===== config.mk =====
export PLATFORM = sky130hd
export DESIGN_NAME = chacha_qr_seq
export DESIGN_NICKNAME = d
export VERILOG_FILES = /design/src/rtl/chacha_qr_seq.sv
export SDC_FILE = /design/constraint.sdc
export NUM_CORES = 1
export LEC_CHECK = 0
export BUFFER_PORTS_ARGS = -buffer_cell sky130_fd_sc_hd__buf_2
export CORE_MARGIN = 1.5
export CORE_UTILIZATION = 35
export DETAILED_ROUTE_END_ITERATION = 7
export SYNTH_ARGS = -nofsm -noshare
export SYNTH_HDL_FRONTEND = slang
export SYNTH_SLANG_ARGS = --single-unit
export TNS_END_PERCENT = 10

===== constraint.sdc =====
create_clock -name g_clk -period 8.2 [get_ports g_clk]
set_input_delay 1.23 -clock g_clk [delete_from_list [all_inputs] [get_ports g_clk]]
set_output_delay 1.23 -clock g_clk [all_outputs]
set_load 0.1 [all_outputs]

===== src/rtl/chacha_qr_seq.sv =====
// ChaCha quarter-round sequencer on two independent 32-bit lanes, one lane op per cycle.
// Optional CHACHA_QR_ITER_EN adds in_iter for 1..16 chained passes.
//
// state | meaning
// IDLE  | waiting for in_valid, in_ready high
// RUN   | one schedule step per cycle, r_step = current step
// DONE  | result presented on out_*, waiting for out_ready
module chacha_qr_seq (
  input  logic        g_clk,
  input  logic        g_rst,
  input  logic        in_valid,
  output logic        in_ready,
  input  logic [63:0] in_a,
  input  logic [63:0] in_b,
  input  logic [63:0] in_c,
  input  logic [63:0] in_d,
`ifdef CHACHA_QR_ITER_EN
  input  logic [3:0]  in_iter,
`endif
  output logic        out_valid,
  input  logic        out_ready,
  output logic [63:0] out_a,
  output logic [63:0] out_b,
  output logic [63:0] out_c,
  output logic [63:0] out_d,
  output logic        busy
);

  typedef enum logic [1:0] {S_IDLE = 2'd0, S_RUN = 2'd1, S_DONE = 2'd2} state_t;

  state_t      r_state;
  logic [63:0] r_a, r_b, r_c, r_d;
  logic [2:0]  r_step;
`ifdef CHACHA_QR_ITER_EN
  logic [3:0]  r_pass;
`endif

  logic [63:0] w_x, w_y, w_xor, w_res;
  logic [4:0]  w_op_sel;  // {xr7, xr8, xr12, xr16, add}
  logic        w_last_pass;

  function automatic logic [31:0] f_add32(input logic [31:0] x, input logic [31:0] y);
    return x + y;
  endfunction

  always_comb begin
    w_x = r_a;
    w_y = r_b;
    case (r_step[1:0])
      2'b00:   begin w_x = r_a; w_y = r_b; end
      2'b01:   begin w_x = r_d; w_y = r_a; end
      2'b10:   begin w_x = r_c; w_y = r_d; end
      default: begin w_x = r_b; w_y = r_c; end
    endcase
  end

  always_comb begin
    w_op_sel = 5'b00000;
    if (r_state == S_RUN) begin
      if (!r_step[0]) begin
        w_op_sel[0] = 1'b1;
      end else begin
        case (r_step[2:1])
          2'd0:    w_op_sel[1] = 1'b1;
          2'd1:    w_op_sel[2] = 1'b1;
          2'd2:    w_op_sel[3] = 1'b1;
          default: w_op_sel[4] = 1'b1;
        endcase
      end
    end
  end

  // Lanes are computed separately so no carry crosses bit 31/32.
  assign w_xor = w_x ^ w_y;

  always_comb begin
    w_res = 64'd0;
    case (1'b1)
      w_op_sel[0]: w_res = {f_add32(w_x[63:32], w_y[63:32]), f_add32(w_x[31:0], w_y[31:0])};
      w_op_sel[1]: w_res = {w_xor[47:32], w_xor[63:48], w_xor[15:0], w_xor[31:16]};
      w_op_sel[2]: w_res = {w_xor[51:32], w_xor[63:52], w_xor[19:0], w_xor[31:20]};
      w_op_sel[3]: w_res = {w_xor[55:32], w_xor[63:56], w_xor[23:0], w_xor[31:24]};
      w_op_sel[4]: w_res = {w_xor[56:32], w_xor[63:57], w_xor[24:0], w_xor[31:25]};
      default:     w_res = 64'd0;
    endcase
  end

`ifdef CHACHA_QR_ITER_EN
  assign w_last_pass = (r_pass == 4'd0);
`else
  assign w_last_pass = 1'b1;
`endif

  always_ff @(posedge g_clk or posedge g_rst) begin
    if (g_rst) begin
      r_state   <= S_IDLE;
      r_a       <= 64'd0;
      r_b       <= 64'd0;
      r_c       <= 64'd0;
      r_d       <= 64'd0;
      r_step    <= 3'd0;
`ifdef CHACHA_QR_ITER_EN
      r_pass    <= 4'd0;
`endif
      in_ready  <= 1'b1;
      out_valid <= 1'b0;
      busy      <= 1'b0;
    end else begin
      case (r_state)
        S_IDLE: begin
          if (in_valid) begin
            r_a      <= in_a;
            r_b      <= in_b;
            r_c      <= in_c;
            r_d      <= in_d;
            r_step   <= 3'd0;
`ifdef CHACHA_QR_ITER_EN
            r_pass   <= in_iter;
`endif
            in_ready <= 1'b0;
            busy     <= 1'b1;
            r_state  <= S_RUN;
          end
        end
        S_RUN: begin
          case (r_step[1:0])
            2'b00:   r_a <= w_res;
            2'b01:   r_d <= w_res;
            2'b10:   r_c <= w_res;
            default: r_b <= w_res;
          endcase
          r_step <= r_step + 3'd1;
          if (r_step == 3'd7) begin
            if (w_last_pass) begin
              out_valid <= 1'b1;
              r_state   <= S_DONE;
            end
`ifdef CHACHA_QR_ITER_EN
            else begin
              r_pass <= r_pass - 4'd1;
            end
`endif
          end
        end
        S_DONE: begin
          if (out_ready) begin
            out_valid <= 1'b0;
            in_ready  <= 1'b1;
            busy      <= 1'b0;
            r_state   <= S_IDLE;
          end
        end
        default: r_state <= S_IDLE;
      endcase
    end
  end

  assign out_a = r_a;
  assign out_b = r_b;
  assign out_c = r_c;
  assign out_d = r_d;

endmodule


Word-level counts from Yosys, hierarchy flattened. Index checks and enable logic that the tools add are counted.

Bitwise gates (word level): 1. Muxes and demuxes: 40. Add/sub/neg operators: 3. Reduce and logical (&&, ||, !) cells: 16. Equality and inequality tests: 14.

Operators with widths (number): 64-bit two-way mux (13); 64-bit case mux with 2 select lines (4); 64-bit case mux with 3 select lines (2); 32-bit adder (2); 64-bit bitwise XOR (1); 3-bit AND reduction (7); 1-bit two-way mux (10); 2-bit by 1-bit inequality test with 1-bit output (second input constant) (4); 2-bit by 1-bit == test with 1-bit output (second input constant) (3); 2-bit == test (second input constant) (3); 2-bit zero test (3); 2-bit two-way mux (3); 2-bit inequality test (second input constant) (3); 1-bit case mux with 2 select lines (3); 2-bit case mux with 3 select lines (1); 3-bit case mux with 2 select lines (1); 2-bit nonzero test (3); 3-bit OR reduction (2); 5-bit two-way mux (1); 4-bit two-way mux (1); 3-bit by 1-bit adder with 3-bit output (second input constant) (1); 3-bit == test (second input constant) (1); 3-bit two-way mux (1); 2-bit AND reduction (1).

Input bits: 260. Register bits: 264. Output and inout port bits: 259. Word-level logic and storage cells: 83.

Longest topological paths before layout.
Word-level depth: 12. Gate-level depth with buffers: 21. Mapped depth without buffers: 14.

Worst setup path before layout. OpenSTA, ideal clock, no wires.

Path kind: register -> register. Start: register r_step[0]. End: register r_c[29] (netlist: out_c[29]). Clock period less this slack: 5.051 ns. Required time: 8.076 ns. Library setup time: 0.124 ns. Path buffers: 8. Cell stages (with the launch flop): 22. Slack: 3.149 ns. Arrival: 4.927 ns. Path through: dfrtp_1 > clkbuf_1 > inv_1 > clkbuf_1 > clkbuf_1 > ha_1 > clkbuf_1 > clkbuf_1 > buf_1 > a222oi_1 > mux2i_1 > ha_1 > buf_4 > nand4_1 > nor2_1 > a22oi_2 > a211o_4 > o211a_1 > or4b_1 > buf_2 > mux2i_1 > a211o_1.

Longest elaborated chain between the ends: 10. Elaborated cells on any way between the ends: 19. Those cells by class: 1 x add/sub; 3 x eq/ne; 12 x mux; 1 x bitwise; 2 x reduce/logical.

Ends and longest elaborated chain: start: declaration (RTL line 33) `logic [2:0] r_step;`; start signal: assignment (RTL line 132) `r_step <= r_step + 3'd1;`; parallel branches: the longest is 10 deep, another holds 32-bit adder; end signal: assignment (RTL line 114) `r_c <= in_c;`; end signal: assignment (RTL line 129) `2'b10: r_c <= w_res;`; end: declaration (RTL line 32) `logic [63:0] r_a, r_b, r_c, r_d;`.

Several ways; the timed one is not identified. The select of a mux whose other input is x is not followed. A chain may end at the register's enable or synchronous reset.

Final worst setup path.
Start: register r_step[1]. End: register r_b[60] (netlist: out_b[60]).

Longest elaborated chain between the ends: 12. Elaborated cells on any way between the ends: 27. Those cells by class: 1 x add/sub; 5 x eq/ne; 15 x mux; 1 x bitwise; 5 x reduce/logical.

Ends and longest elaborated chain: parallel branches: the longest is 12 deep, another holds 32-bit adder; end signal: assignment (RTL line 113) `r_b <= in_b;`; end signal: assignment (RTL line 130) `default: r_b <= w_res;`; end: declaration (RTL line 32).

Several ways; the timed one is not identified. The select of a mux whose other input is x is not followed.

==> summary.md <==
| Metric | Value |
|---|---|
| Avg Synthesized Cell Area | `8.47 sq um` |
| Max-slew headroom | `0.234` |
| Asr flop ratio synth | `1.00` |
| CTS Hold Buffers Added | `0` |
| CTS tree | `built` |
| F_max | `169 MHz` |
| Synth Register Bits | `264` |
| Worst hold slack | `0.532 ns` |
| Clk sinks | `264` |
| Starting Density | `0.353` |
| H-tree depth | `2` |
| Area fraction in compound gates after synthesis | `0.283` |
| Post-synthesis adder-cell area fraction | `0.0433` |
| Post-CTS sizing | `0` |
| Failing checks | `DRC` |
| Seq/Total Area, Yosys | `0.326` |
| Skew final | `0.0120 ns` |
| Via density | `6.25` |
| Die span in y | `244 microns` |
| Finish-stage setup viols | `0` |
| Via count | `22.2k` |
| Clock buffer depth | `3` |
| Final slew viol count | `0` |
| First drt pass iteration count | `8` |
| Distinct cells, synth | `77` |
| Synthesized instance count | `2,395` |
| Area share of and/or/nand/nor cells after synthesis | `0.132` |
| Largest area contributor in the netlist | `dfrtp_1` |
| DRC | `1` |
| YS warnings | `0` |
| Outcome | `finished, violations left` |
| Post-CTS Setup Repair Bufs | `0` |
| Full die area | `59,400 sq um` |
| Fin nets | `3,084` |
| Worst-Skew Late Latency | `0.55 ns` |
| WS Path Type | `reg2reg` |
| Share of cells above drive strength 1 | `0.251` |
| Main combinational cell family by area after synthesis | `compound AO/OA/AOI/OAI gates` |
| CP endpoint kind | `flop` |
| Fin crit period | `5.92 ns` |
| WL final | `92,600 microns` |
| Initial DRC count | `2,965` |
| Total CTS buffers | `34` |
| GRT Util Overall | `0.299` |
| Arr. time, crit path | `6.32 ns` |
| Fill count | `5,882` |
| Syn Nets | `2,724` |
| Synth area leaders | `dfrtp_1, mux2i_1, a222oi_1` |
| Hold crit path type | `reg2reg` |
| Port Buffers | `518` |
| Grt ovf | `0` |
| Routed WL per cell | `26.1 microns` |
| Syn Std Cell Area | `20,300 sq um` |
| Count leader, synth | `dfrtp_1` |
| Worst Path Required | `8.59 ns` |
| Worst-Margin Slew | `1.15 ns` |
| CP max FO | `48` |
| Hold violation count in the final report | `0` |
| Synth Area in XOR/XNOR | `0.0177` |
| First-pass GRT wire length | `137,000 microns` |
| Core area | `57,500 sq um` |
| Maximum capacitance violations | `0` |
| Cell Rows | `88` |
| Largest net degree at the start of global routing | `143` |
| Die X | `244 microns` |
| Final Wtd Congestion | `0.958` |
| DP HPWL | `67,900 microns` |
| Synth top area share | `0.324` |
| Mux cell area share after synthesis | `0.128` |
| EDFF count, synth | `0` |
| Area grow syn2layout | `20.8%` |
| Num ports | `519` |
| Synth Flop Type | `dfrtp_1` |
| Root Driver | `clkbuf_16` |
| Initial antenna violation count | `3` |
| Post-route ant nets | `0` |
| Worst setup SP type | `flop` |
| Top cells by count, synth | `dfrtp_1, nand2_1, nor2_1` |
| Setup_tns | `0 ns` |
| Final worst-path cycle share | `0.723` |
| Number of global-route vias before repair | `21.0k` |
| RSZ-0062 raised after global routing | `false` |
| Clock slew at reported path FFs | `0.06 ns` |
==> worst max-delay path, stage by stage, from the launching register on <==
cell	delay (ns)
dfrtp_4	0.46
clkinv_1	0.38
ha_4	0.48
buf_4	0.39
a222oi_1	0.43
mux2i_1	0.14
ha_1	0.35
fa_1	0.52
a211oi_1	0.27
o21bai_1	0.14
o211ai_1	0.51
a21boi_1	0.15
o21a_1	0.24
or3_1	0.36
a31oi_1	0.70
a31oi_1	0.18
==> layout by cell type, fill, tap and decap left out, types with 29 or more instances in the layout <==
cell and instances:
buf_2 518, a222oi_1 133, buf_4 38, nand3_1 29, inv_1 141, nor2_1 214
nand2_1 239, mux4_2 43, mux2i_1 141, dfrtp_1 260, clkbuf_16 37, a21o_1 35
a21oi_1 192, a22oi_1 31, o21ai_0 141, ha_1 63, o31ai_1 45, a211oi_1 30
a31oi_1 105
==> flip-flops by register name, indices dropped and copies added, names as in the netlist <==
signal and count:
out_d 64, out_valid 1, busy 1, r_state 2, in_ready 1, out_b 64, r_step 3, out_c 64
out_a 64
==> layout make-up <==
type | count | area, sq um | share of cell area
Timing Repair Buffer | 558 | 2920 | 0.119
Clock buffer | 46 | 990 | 0.0404
Multi-Input combinational cell | 1754 | 12400 | 0.505
Inverter | 143 | 541 | 0.0221
Clock inverter | 12 | 114 | 0.00465
Antenna cell | 3 | 7.51 | 0.000306
Sequential cell | 264 | 6620 | 0.270
Tap cell | 765 | 957 | 0.0391
==> through the flow <==
step	util	cells	setup slack (ns)	area, sq um
floorplan	-	2395	3.15	20300
global placement	0.407	3484	2.66	23400
detailed placement	0.407	3484	2.52	23400
CTS	0.426	3542	2.50	24500
global route	0.426	3543	2.00	24500
finish	0.426	3545	2.28	24500
==> routing by layer <==
metal	vias up	global-route usage	wire, microns
met5	-	0	7
met4	2	0.0719	2190
met3	130	0.0532	8280
met2	1199	0.448	40300
met1	11100	0.442	41800
li1	9732	-	-
==> cells by family after synthesis <==
logic type | Yosys count
AO/OA/AOI/OAI | 833
AND/OR/NAND/NOR | 615
buffers and inverters | 377
flip-flops | 264
multiplexers | 196
adder cells (fa/ha/maj) | 69
XOR/XNOR | 41
==> path summary, 6_finish.rpt <==
| path | startpoint | end | slack (ns) | cells past startpoint |
|---|---|---|---|---|
| max | r_step[1] | out_b[60] | 2.28 | 15 |
| min in group asynchronous | g_rst | out_d[40] | 0.88 | 3 |
| max in group asynchronous | g_rst | r_step[1] | 5.67 | 4 |
| min reg2reg | in_ready | in_ready | 0.53 | 2 |
| max reg2reg | r_step[1] | out_b[60] | 2.28 | 15 |
| min | in_ready | in_ready | 0.53 | 2 |
Power is not shown: default switching activity piles up to over one toggle a cycle in this logic, so the estimate is an artifact.
